==> src/rtl/lsc_uart_pkg.sv <==
// Shared definitions for the UART text emitters: ASCII control bytes,
// the hex-frame FSM state encoding and a nibble-to-ASCII helper.
package lsc_uart_pkg;

  localparam logic [7:0] ASCII_CR   = 8'h0D;
  localparam logic [7:0] ASCII_LF   = 8'h0A;
  localparam logic [7:0] ASCII_STAR = 8'h2A;

  // Each state other than IDLE/WAIT names the byte on o_dout during that cycle.
  typedef enum logic [3:0] {
    ST_IDLE  = 4'd0,
    ST_WAIT  = 4'd1,
    ST_DIGIT = 4'd2,
    ST_SEP   = 4'd3,
    ST_STAR  = 4'd4,
    ST_CK_HI = 4'd5,
    ST_CK_LO = 4'd6,
    ST_CR    = 4'd7,
    ST_LF    = 4'd8
  } hex_tx_state_t;

  // Uppercase hex: 0-9 -> 0x30-0x39, A-F -> 0x41-0x46.
  function automatic logic [7:0] nib2ascii(input logic [3:0] nib);
    logic [7:0] wide;
    wide = {4'h0, nib};
    if (nib < 4'd10) begin
      return 8'h30 + wide;
    end
    return 8'h37 + wide;
  endfunction

endpackage

==> src/rtl/lsc_uart_hex_tx.sv <==
// Serialises a latched vector of words into one ASCII hex text frame for the
// SPRAM UART buffer. Optional "*XX" checksum trailer: LSC_UART_HEX_CHKSUM_EN.
module lsc_uart_hex_tx
  import lsc_uart_pkg::*;
#(
  parameter int         NWORD      = 4,
  parameter int         WBITS      = 16,
  parameter logic [7:0] SEP        = 8'h2C,
  parameter bit         WAIT_EMPTY = 1'b1
) (
  input  logic                   clk,
  input  logic                   reset,
  input  logic                   i_start,
  input  logic [NWORD*WBITS-1:0] i_data,
  input  logic                   i_empty,
  output logic [7:0]             o_dout,
  output logic                   o_valid,
  output logic                   o_busy,
  output logic                   o_overrun
);

  localparam int NNIB = WBITS / 4;
  localparam int NCW  = (NNIB > 1) ? $clog2(NNIB) : 1;
  localparam int WCW  = (NWORD > 1) ? $clog2(NWORD) : 1;
  localparam logic [NCW-1:0] NIB_LAST  = NCW'(NNIB - 1);
  localparam logic [WCW-1:0] WORD_LAST = WCW'(NWORD - 1);

  hex_tx_state_t          state;
  logic [NWORD*WBITS-1:0] shadow;
  logic [WCW-1:0]         word_cnt;
  logic [NCW-1:0]         nib_cnt;

  // Counters always describe the byte currently on o_dout; sel_* point at the
  // digit that the next transition will load.
  logic [WCW-1:0]   sel_word;
  logic [NCW-1:0]   sel_nib;
  logic [WBITS-1:0] cur_word;
  logic [7:0]       digit;

`ifdef LSC_UART_HEX_CHKSUM_EN
  logic [7:0] acc;
`endif

  always_comb begin
    sel_word = '0;
    sel_nib  = '0;
    case (state)
      ST_DIGIT: begin
        sel_word = word_cnt;
        if (nib_cnt != NIB_LAST) begin
          sel_nib = nib_cnt + 1'b1;
        end
      end
      ST_SEP: begin
        sel_word = word_cnt + 1'b1;
      end
      default: begin
      end
    endcase
    cur_word = shadow[int'(sel_word) * WBITS +: WBITS];
    digit    = nib2ascii(cur_word[int'(NIB_LAST - sel_nib) * 4 +: 4]);
  end

  always_ff @(posedge clk or posedge reset) begin
    if (reset) begin
      state     <= ST_IDLE;
      shadow    <= '0;
      word_cnt  <= '0;
      nib_cnt   <= '0;
      o_dout    <= '0;
      o_valid   <= 1'b0;
      o_busy    <= 1'b0;
      o_overrun <= 1'b0;
`ifdef LSC_UART_HEX_CHKSUM_EN
      acc       <= '0;
`endif
    end else begin
      o_valid   <= 1'b0;
      o_overrun <= i_start & o_busy;

`ifdef LSC_UART_HEX_CHKSUM_EN
      // Digits and separators feed the checksum as they leave.
      if (state == ST_DIGIT || state == ST_SEP) begin
        acc <= acc ^ o_dout;
      end
`endif

      case (state)
        ST_IDLE: begin
          if (i_start) begin
            shadow   <= i_data;
            word_cnt <= '0;
            nib_cnt  <= '0;
            o_busy   <= 1'b1;
            state    <= ST_WAIT;
          end
        end

        ST_WAIT: begin
          if (!WAIT_EMPTY || i_empty) begin
            o_dout  <= digit;
            o_valid <= 1'b1;
            state   <= ST_DIGIT;
`ifdef LSC_UART_HEX_CHKSUM_EN
            acc     <= '0;
`endif
          end
        end

        ST_DIGIT: begin
          o_valid <= 1'b1;
          if (nib_cnt != NIB_LAST) begin
            nib_cnt <= nib_cnt + 1'b1;
            o_dout  <= digit;
          end else if (word_cnt != WORD_LAST) begin
            o_dout <= SEP;
            state  <= ST_SEP;
          end else begin
`ifdef LSC_UART_HEX_CHKSUM_EN
            o_dout <= ASCII_STAR;
            state  <= ST_STAR;
`else
            o_dout <= ASCII_CR;
            state  <= ST_CR;
`endif
          end
        end

        ST_SEP: begin
          o_valid  <= 1'b1;
          word_cnt <= word_cnt + 1'b1;
          nib_cnt  <= '0;
          o_dout   <= digit;
          state    <= ST_DIGIT;
        end

`ifdef LSC_UART_HEX_CHKSUM_EN
        // acc is complete here: the last digit was folded in on leaving DIGIT.
        ST_STAR: begin
          o_valid <= 1'b1;
          o_dout  <= nib2ascii(acc[7:4]);
          state   <= ST_CK_HI;
        end

        ST_CK_HI: begin
          o_valid <= 1'b1;
          o_dout  <= nib2ascii(acc[3:0]);
          state   <= ST_CK_LO;
        end

        ST_CK_LO: begin
          o_valid <= 1'b1;
          o_dout  <= ASCII_CR;
          state   <= ST_CR;
        end
`endif

        ST_CR: begin
          o_valid <= 1'b1;
          o_dout  <= ASCII_LF;
          state   <= ST_LF;
        end

        ST_LF: begin
          o_dout <= '0;
          o_busy <= 1'b0;
          state  <= ST_IDLE;
        end

        default: begin
          o_dout <= '0;
          o_busy <= 1'b0;
          state  <= ST_IDLE;
        end
      endcase
    end
  end

endmodule
==> config.mk <==
export PLATFORM = sky130hd
export DESIGN_NAME = lsc_uart_hex_tx
export DESIGN_NICKNAME = d
export VERILOG_FILES = /design/src/rtl/lsc_uart_pkg.sv /design/src/rtl/lsc_uart_hex_tx.sv
export SDC_FILE = /design/constraint.sdc
export NUM_CORES = 1
export LEC_CHECK = 0
export CORE_UTILIZATION = 51
export DETAILED_ROUTE_END_ITERATION = 8
export PLACE_DENSITY = 0.79
export SYNTH_ARGS = -nofsm -noshare
export SYNTH_HDL_FRONTEND = slang
export SYNTH_SLANG_ARGS = --single-unit
==> constraint.sdc <==
create_clock -name clk -period 3.4 [get_ports clk]
set_clock_uncertainty 0.2 [all_clocks]
set_input_delay 0.68 -clock clk [delete_from_list [all_inputs] [get_ports clk]]
set_output_delay 0.68 -clock clk [all_outputs]
set_load 0.02 [all_outputs]
# Word level (Yosys, flattened, before mapping)
# Index checks and enable logic that the tools add are counted.
word_totals:
  register_bits: 83
  inputBits: 68
  out_inout_bits: 11
  elab_cells: 63
classes:
  add_sub_neg: 5
  order_cmp: 1
  eq_ne: 10
  shift: 2
  muxes: 23
  n_bitwise: 3
  reduce_logical: 11
ops:
  columns: ["cell", "count"]
  rows:
  - ["indexed part select 64 x 7 -> 16 bit", 1]
  - ["case mux 8 bit (5 select lines)", 1]
  - ["two-way mux 8 bit", 4]
  - ["case mux 4 bit (5 select lines)", 1]
  - ["indexed part select 16 x 5 -> 4 bit", 1]
  - ["adder 6 x 4 -> 7 bit, first input constant", 2]
  - ["two-way mux 4 bit", 3]
  - ["!= test 2 bit, second input constant", 6]
  - ["equality test 4 x 2 -> 1 bit, second input constant", 2]
  - ["two-way mux 2 bit", 4]
  - ["case mux 2 bit (2 select lines)", 2]
  - ["AND reduction 2 bit", 4]
  - ["two-way mux 6 bit", 1]
  - ["case mux 2 bit (3 select lines)", 1]
  - ["AND reduction 3 bit", 2]
  - ["adder 2 x 1 -> 2 bit, second input constant", 2]
  - ["equality test 4 x 1 -> 1 bit, second input constant", 1]
  - ["equality test 4 x 3 -> 1 bit, second input constant", 1]
  - ["logical NOT 4 bit", 1]
  - ["< comparator 4 bit, second input constant", 1]
  - ["case mux 1 bit (2 select lines)", 2]
  - ["OR reduction 4 bit", 1]
  - ["two-way mux 1 bit", 3]
  - ["two-way mux 3 bit", 1]
  - ["other kinds (6)", 7]

# Depth between registers and ports, before layout
logic_depth:
  depth_word: 10
  mapped_depth: 13
  mapped_depth_nobuf: 11

# Worst setup path after synthesis
# OpenSTA, ideal clock, no wires.
synth_path:
  path_kind: "register to register"
  start: "register word_cnt[0]"
  end: "register o_dout[2]"
  setup_ns: 0.130
  t_arrival_ns: 2.748
  setup_slack_ns: 0.322
  path_stages_with_launch: 13
  path_cell_list: "dfrtp_1 -> ha_1 -> mux2_2 -> buf_2 -> nand2_1 -> mux2i_1 -> mux2i_1 -> a22o_1 -> a211oi_2 -> ha_1 -> nand2_1 -> mux2i_1 -> o211ai_1"
synth_between:
  elab_chain_cells: 9
  word_cells_on_any_way: 13
  cone_classes: "add/sub (3); order compare (1); shift (2); mux (7)"
synth_lines:
  columns: ["item", "line", "text"]
  rows:
  - ["start: declaration", "lsc_uart_hex_tx.sv:30", "logic [WCW-1:0] word_cnt;"]
  - ["start signal: assignment", "lsc_uart_hex_tx.sv:131", "word_cnt <= word_cnt + 1'b1;"]
  - ["adder 2 x 1 -> 2 bit", "lsc_uart_hex_tx.sv:55", "sel_word = word_cnt + 1'b1;"]
  - ["case mux 2 bit (2 select lines) (*)", "lsc_uart_hex_tx.sv:47", "case (state)"]
  - ["indexed part select 64 x 7 -> 16 bit (*)", "lsc_uart_hex_tx.sv:60", "cur_word = shadow[int'(sel_word) * WBITS +: WBITS];"]
  - ["indexed part select 16 x 5 -> 4 bit (*)", "lsc_uart_hex_tx.sv:61", "digit = nib2ascii(cur_word[int'(NIB_LAST - sel_nib) * 4 +: 4]);"]
  - ["adder 6 x 4 -> 7 bit or < comparator 4 bit (tied branches)", "lsc_uart_pkg.sv:27, lsc_uart_pkg.sv:26", null]
  - ["two-way mux 8 bit or two-way mux 1 bit (tied branches)", "lsc_uart_pkg.sv:26", "if (nib < 4'd10) begin"]
  - ["two-way mux 8 bit (*)", "lsc_uart_pkg.sv:29", "return 8'h37 + wide;"]
  - ["two-way mux 8 bit (on tied branches)", "lsc_uart_hex_tx.sv:112, lsc_uart_hex_tx.sv:100", null]
  - ["case mux 8 bit (5 select lines) (*)", "lsc_uart_hex_tx.sv:88", "case (state)"]
  - ["end signal: assignment", "lsc_uart_hex_tx.sv:101", "o_dout <= digit;"]
  - ["end signal: assignment", "lsc_uart_hex_tx.sv:114", "o_dout <= digit;"]
  - ["end signal: assignment", "lsc_uart_hex_tx.sv:133", "o_dout <= digit;"]
  - ["end: declaration", "lsc_uart_hex_tx.sv:16", "output logic [7:0] o_dout,"]
# Every way passes the cells marked *; elsewhere a longest branch is shown, timed or not. The select of a mux whose other input is x is not followed.
# A chain may end at the register's enable or synchronous reset.

# Final worst setup path
layout_path:
  start: "register state[1]"
  end: "register o_dout[2]"
layout_between:
  elab_chain_cells: 9
  word_cells_on_any_way: 22
  cone_classes: "add/sub (3); order compare (1); eq/ne (5); shift (2); mux (8); bitwise (1); reduce/logical (2)"
layout_lines:
  columns: ["item", "line", "text"]
  rows:
  - ["start: declaration", "lsc_uart_hex_tx.sv:28", "hex_tx_state_t state;"]
  - ["start signal: assignment", "lsc_uart_hex_tx.sv:66", "state <= ST_IDLE;"]
  - ["start signal: assignment", "lsc_uart_hex_tx.sv:95", "state <= ST_WAIT;"]
  - ["start signal: assignment", "lsc_uart_hex_tx.sv:103", "state <= ST_DIGIT;"]
  - ["equality test 4 x 2 -> 1 bit", "lsc_uart_hex_tx.sv:47, lsc_uart_hex_tx.sv:88", null]
  - ["case mux 2 bit (2 select lines) or two-way mux 2 bit (tied branches)", "lsc_uart_hex_tx.sv:47", null]
  - ["indexed part select 64 x 7 -> 16 bit or subtractor 2 x 2 -> 3 bit (tied branches)", "lsc_uart_hex_tx.sv:60, lsc_uart_hex_tx.sv:61", null]
  - ["indexed part select 16 x 5 -> 4 bit", "lsc_uart_hex_tx.sv:61", null]
  - ["adder 6 x 4 -> 7 bit or < comparator 4 bit (tied branches)", "lsc_uart_pkg.sv:27, lsc_uart_pkg.sv:26", null]
  - ["two-way mux 8 bit or two-way mux 1 bit (tied branches)", "lsc_uart_pkg.sv:26", null]
  - ["two-way mux 8 bit", "lsc_uart_pkg.sv:29", null]
  - ["two-way mux 8 bit (on tied branches)", "lsc_uart_hex_tx.sv:112, lsc_uart_hex_tx.sv:100", null]
  - ["case mux 8 bit (5 select lines)", "lsc_uart_hex_tx.sv:88", null]
# Several ways; a longest one is shown, not always the timed one. The select of a mux whose other input is x is not followed.

==> run_results.csv <==
group,metric,value,unit
status,outcome,"finished, violations left",
status,violations,"DRC",
die,die_w,89.59,um
timing,rsz0062_at_grt,"false",
logic_synthesis,synth_warnings,0,
place,dp_hpwl,6129,um
setup_path,slowest_delay,0.60,ns
die,core-area,7331,sq um
route,viasPerCell,5.519,
die,start_util,53.37,%
finish,area_growth,29.26,%
logic_synthesis,synth.area.top_cells,"dfrtp_1, mux2_2, mux2i_1, nand2_1, o21ai_0",
timing,hold_ws,0.2907,ns
min_path,hold_class,"reg2reg",
route,drc_errors,2,
setup_path,worst_setup_path_start_kind,"flip-flop",
grt,gr-total-overflow,0,
timing,relSlewSlack,61.49,%
grt,grt_start_max_net_pins,51,
logic_synthesis,ys_seq_elements,82,
logic_synthesis,synth_edf_count,0,
route,routed_wl,8184,um
logic_synthesis,synthXorXnorAreaFrac,0.4477,%
logic_synthesis,syn_inst,318,
clock_network,cts_sinks,82,
clock_network,cts_buffer_depth,2,
setup_path,critPathLaunch,"state[1]",
die,rows,31,
logic_synthesis,synth.distinct_cells,53,
timing,setup_violations,0,
logic_synthesis,synth_area,3913,sq um
power,ir_drop,0.4286,mV
timing,hold_violations,0,
timing,min_period,3.220,ns
logic_synthesis,synthAdderAreaFrac,0.9594,%
setup_path,path_cells,"or3b_4, or3_1, nor2_4, a211oi_1, or4_4, inv_1, ha_1, nand2_1, mux2i_1, o211ai_1",
clock_network,tritoncts,"built",
setup_path,cp-end-kind,"flip-flop",
logic_synthesis,synthSimpleGateAreaFrac,8.251,%
finish,antenna_cells,0,
setup_path,r2r_setup_slack,0.18,ns
logic_synthesis,syn_area_per_cell,12.30,sq um
route,drt-initial-drc-count,103,
grt,grt_pass1_vias,2728,
min_path,hold_path_end,"o_dout[6]",
setup_path,r2r_start,"state[1]",
timing,layout_setup_ws,0.1805,ns
timing,post-route-period-util,94.69,%
setup_path,path_delay_family,"simple AND/OR/NAND/NOR gates",
clock_network,cts_setup_buffers,0,
setup_path,slowest_stage,"or4_4",
min_path,min-delay-start,"o_dout[6]",
logic_synthesis,async_flop_share,100.0,%
logic_synthesis,synth_compound_area_share,10.65,%
setup_path,r2r_cells,10,
grt,antenna_found_initial,0,
setup_path,cp.arrival,3.25,ns
place,routabilityCongestion,0.8208,
setup_path,path_class,"reg2reg",
clock_network,insertion_delay,0.35,ns
die,die_h,89.59,um
timing,tightest_slew,0.5770,ns
clock_network,cts_made_buffers,9,
setup_path,crit_buf_inv,1,
die,dieArea,8025,sq um
logic_synthesis,ys.flop_type,"dfrtp_1",
setup_path,cp_max_fo,13,
clock_network,clkTransAtPathRegs,0.08,ns
route,drt-pass1-iter-count,6,
timing,final_max_slew_viol_count,0,
place,dp_slack,0.1441,ns
logic_synthesis,yosys.area.top_type,"dfrtp_1",
grt,grt_pass1_wl,13140,um
place,portBuffers,77,
place,dp.cells,491,
clock_network,htree_num_levels,3,
route,wl_per_cell,16.14,um
setup_path,crit_required,3.43,ns
logic_synthesis,muxShareOfSynthArea,24.43,%
route,vias,2798,
flow_run,cap_violations,0,
route,ant_nets,0,
die,io_pins,79,
finish,nets,474,
timing,tns,0,ns
power,power.density,1063,nW/um^2
finish,final_cell_count_no_fill,507,
setup_path,r2r-end,"o_dout[2]",
finish,final_layout_size_suffix_gt1_share,26.23,%
logic_synthesis,synth_top_area_share,52.45,%
logic_synthesis,yosysSeqAreaShare,52.45,%
min_path,min_path_cells,2,
grt,grtUsageTotal,22.13,%
power,leakage,0.002210,uW
logic_synthesis,syn_nets,389,
timing,max_freq,0.3106,GHz
logic_synthesis,synth_top_family_by_area,"multiplexers",
clock_network,cts_root_buf,"clkbuf_8",
[registers in the layout, summed over array words and instances (netlist names)]
register / cells
nib_cnt: 2
o_busy: 1
o_dout: 7
o_overrun: 1
o_valid: 1
shadow: 64
state: 4
word_cnt: 2
[cell type report]
| type | instances | area (sq um) |
|---|---|---|
| clock buffer | 10 | 127.6 |
| clock inverter | 6 | 90.09 |
| fill | 517 | 2273 |
| inverter | 6 | 23.77 |
| multi-input combinational | 214 | 1759 |
| sequential | 82 | 2052 |
| tap | 99 | 123.9 |
| timing repair buffer | 90 | 880.8 |
[what timing repair did]
| action | in CTS | in global routing |
|---|---|---|
| setup endpoints to repair | 0 | 4 |
| gates resized for setup | 0 | 1 |
| hold endpoints to repair | 0 | 0 |
| hold buffers | 0 | 0 |
[where the power goes]
part	internal [uW]	total (uW)	switching (uW)
Combinational	1440	2830	1390
Clock	416	766	350
Sequential	1470	1780	311
Total	3330	5380	2050
[Yosys cell counts (2+ instances only)]
| cell type | n |
|---|---|
| a2bb2oi_1 | 6 |
| ha_1 | 3 |
| buf_2 | 3 |
| and3b_1 | 2 |
| clkbuf_1 | 9 |
| inv_1 | 6 |
| mux2_2 | 68 |
| mux2i_1 | 19 |
| o2bb2ai_1 | 2 |
| and2_1 | 2 |
| nand2_1 | 21 |
| nor3_1 | 2 |
| a21oi_1 | 12 |
| nand3_1 | 4 |
| a211oi_1 | 2 |
| buf_6 | 2 |
| nor2_1 | 12 |
| o221ai_1 | 3 |
| o21ai_2 | 2 |
| o211ai_1 | 4 |
| o22ai_1 | 2 |
| a22o_1 | 3 |
| nor2b_1 | 4 |
| and3_1 | 3 |
| o21ai_0 | 13 |
| dfrtp_1 | 82 |
[stage by stage]
stage | utilization, % | instance area [sq um] | power [uW]
after detailed placement | 65.98 | 4837 | 4605
after floorplan | - | 3913 | 3825
after CTS | 68.95 | 5055 | 5386
after global placement | 65.98 | 4837 | 4502
after global routing | 68.99 | 5057 | 5768
final | 68.99 | 5057 | 5378
[cell usage in the layout (no fill, tap or decap), types with 4 or more instances in the layout]
cell,n
dfrtp_1,82
clkdlybuf4s50_1,77
mux2_2,68
nand2_1,19
mux2i_1,19
o21ai_0,13
nor2_1,12
a21oi_1,12
buf_4,12
clkbuf_8,9
a2bb2oi_1,6
inv_1,5
nor2b_1,4
nand3_1,4
o211ai_1,4
[kinds of logic (layout without fill, tap and decap cells)]
kind of cell / Yosys count / count (layout)
buffers and inverters: 22 / 112
xor gates and xnor gates: 2 / 2
muxes: 87 / 87
and+or+nand+nor: 61 / 61
DFF: 82 / 82
other: 1 / 1
adders and majority gates: 3 / 3
AOI/OAI and AO/OA: 60 / 60
[how the worst max path moves through the flow]
stage | slack, ns | end | cells past startpoint
2_1_floorplan | 0.32 | o_dout[2] | 12
3_3_place_gp | 0.27 | o_dout[2] | 11
3_5_place_dp | 0.14 | o_dout[2] | 11
4_1_cts | 0.13 | o_dout[2] | 11
5_1_grt | 0.02 | o_dout[1] | 10
6_report | 0.18 | o_dout[2] | 10
[per-layer routing]
| layer | wire [um] | up-vias | track usage (%) |
|---|---|---|---|
| met4 | 128 | 0 | 7.648 |
| met1 | 3909 | 1382 | 31.16 |
| met2 | 3844 | 71 | 34.16 |
| li1 | - | 1334 | - |
| met3 | 301 | 11 | 4.662 |
| met5 | 0 | - | 0 |
[worst register-to-register path, stage by stage (launching register included)]
cell      delay, ns
dfrtp_1        0.55
or3b_4         0.46
or3_1          0.54
nor2_4         0.13
a211oi_1       0.06
or4_4          0.60
inv_1          0.08
ha_1           0.16
nand2_1        0.07
mux2i_1        0.17
o211ai_1       0.10
Power figures use the tool's default switching activity.
==> variant: new RTL, same settings <==
Build with the macro `LSC_UART_HEX_CHKSUM_EN` defined.
--- a/src/rtl/lsc_uart_hex_tx.sv
+++ b/src/rtl/lsc_uart_hex_tx.sv
@@ -1,4 +1,6 @@
 // Serialises a latched vector of words into one ASCII hex text frame for the
 // SPRAM UART buffer. Optional "*XX" checksum trailer: LSC_UART_HEX_CHKSUM_EN.
+`define LSC_UART_HEX_CHKSUM_EN
+
 module lsc_uart_hex_tx
   import lsc_uart_pkg::*;
Function: same outputs for any inputs over 10 cycles, from zero or initial values and one cycle with reset high; that may be too few to reach the edited logic, so the function may still have changed.
==> variant against the unedited design <==
  * Synthesized area is 18% higher
  * Sequential power up 11%
  * Critical endpoint is now o_dout[5]
  * Sequential share of layout area fell by 1.7 points
  * Total power increased by 17%
  * Setup slack gained 39 ps
  * Routed wire length grew 26%
  * Final area increased by 13%
  * Sequential cell count rose by 7
==> variant: results (changes against the unedited design) <==
Worst setup path
  • Worst reg2reg path depth: 8 (was 10)
  • Slowest Stage Delay on Critical Path: 570 ps (was 600 ps)
  • Critical path's slowest cell: or3b_1 (was or4_4)
  • Worst r2r src: state[3] (was state[1])
  • Worst-path fanout max: 13 (unchanged)
  • Setup slack, reg-to-reg: 220 ps (was 180 ps)
  • R2r endpoint: o_dout[5] (was o_dout[2])

Yosys
  • Synth cell types: 60 (was 53)
  • Ys Warns: 0 (unchanged)
  • Top post-synthesis cells by count: dfrtp_1 (89), mux2_2 (67), nand2_1 (46) (was dfrtp_1 (82), mux2_2 (68), nand2_1 (21))
  • Synth Area in Compound Gates: 10.1% (was 10.6%)
  • Synth top area cells: dfrtp_1 (48%), mux2_2 (16%), nand2_1 (3.8%) (was dfrtp_1 (52%), mux2_2 (20%), mux2i_1 (4.9%))
  • Synth async-reset ratio: 100% (unchanged)
  • Adder-cell share of the synthesized area: 1.09% (was 0.959%)
  • Mux contribution to synthesized area: 20.7% (was 24.4%)
  • XOR/XNOR share of the synthesized area: 2.67% (was 0.448%)
  • Sequential fraction of the synthesis area: 48.4% (was 52.4%)
  • Total nets after synthesis: 491 (was 389)

GRT
  • Global-route wire length before repair: 17300 um (was 13100 um)
  • Vias in the first global route: 3558 (was 2728)
  • Gr usage total: 23.4% (was 22.1%)
  • Largest net degree at the start of global routing: 66 (was 51)
  • GR met2 Demand/Resource: 39.5% (was 34.2%)
  • GR Layer Usage met3: 5.49% (was 4.66%)
  • Met1 global-route usage: 29.2% (was 31.2%)

Hold path
  • Hold EP: nib_cnt[1] (was o_dout[6])
  • Hold Crit Start: nib_cnt[1] (was o_dout[6])

Clock tree
  • H-tree depth: 3 (unchanged)
  • Clock latency on the worst-skew pair: 370 ps (was 350 ps)
  • Clock transition at the registers of the reported paths: 90 ps
  • Clk buf depth: 2 (unchanged)

Routing
  • DRT iter0 DRCs: 118 (was 103)
  • Pre-antenna DRT Iters: 4 (was 6)
  • Vias per std cell: 5.66 (was 5.52)
  • WL final: 10300 um (was 8180 um)

Placement
  • GPL Wtd Cong: 0.931 (was 0.821)
  • DP Area: 0.00552 mm2 (was 0.00484 mm2)
  • Dpl hpwl: 7600 um (was 6130 um)
  • IO buf count: 77 (unchanged)

Final layout
  • Final #Nets: 570 (was 474)
  • Fillers: 683 (was 517)
  • Layout cell share with drive strength beyond 1: 23.1% (was 26.2%)
  • Largest registers: shadow (64), acc (7), o_dout (7) (was shadow (64), o_dout (7), state (4))

Pwr
  • Sw Ratio: 42.2% (was 38.1%)
  • Worst VDD drop: 0.000471 V (was 0.000429 V)
  • Lkg Pwr: 0.00245 uW (was 0.00221 uW)

Outcome
  • Outcome: complete, no violations (was complete, but fails checks)

Timing
  • Max_slew headroom: 49.9% (was 61.5%)
## variant: cell count changes after synthesis, moves of 7 or more
cell / change
nand2_1: +25
nor2_1: +12
nand3_1: +9
dfrtp_1: +7
mux2i_1: -7
## variant: logic make-up after synthesis
logic type,count (synthesis)
fa+ha+maj,4
simple gates,122
flops,89
compound gates,69
xor+xnor,11
other cells,1
buf+inv,39
mux,84
## variant: metal layers
layer  wire [um]  vias up
met5           0        -
met4         227        0
met3         420       21
met2        5250       94
met1        4430     1705
li1            -     1639
## variant: per-stage QoR
stage	cells	total power, uW	worst slack [ps]	hold slack (ps)
global route	611	6770	51.1	326
floorplan	419	4580	213	253
CTS	611	6290	194	312
detailed placement	595	5500	226	292
finish	611	6300	219	307
global placement	595	5390	322	282
## variant: layout make-up
class	count	area, um2	share of cell area, %
Sequential cell	89	2230	38.8
Multi-Input combinational cell	291	2210	38.5
Timing Repair Buffer	94	911	15.9
Tap cell	108	135	2.36
Clock buffer	10	128	2.22
Clock inverter	6	78.8	1.37
Inverter	13	50.0	0.872
## variant: power by group through the flow
stage	sequential, uW	clock (uW)	combinational (uW)
floorplan	1880	0	2700
global placement	1960	0	3430
detailed placement	1980	0	3530
CTS	1960	777	3550
global route	2040	816	3920
finish	1980	759	3570
## variant: repair_timing
action,in CTS,in global routing
gates resized for setup,0,2
setup endpoints to repair,0,1
buffers inserted,0,0
## variant: worst max path at each step
stage | startpoint | to | slack [ps]
6_report | state[3] | o_dout[5] | 220
5_1_grt | state[3] | o_dout[5] | 50
4_1_cts | state[0] | o_dout[4] | 190
3_5_place_dp | state[0] | o_dout[4] | 230
3_3_place_gp | state[0] | o_dout[4] | 320
2_1_floorplan | reset | acc[0] | 210
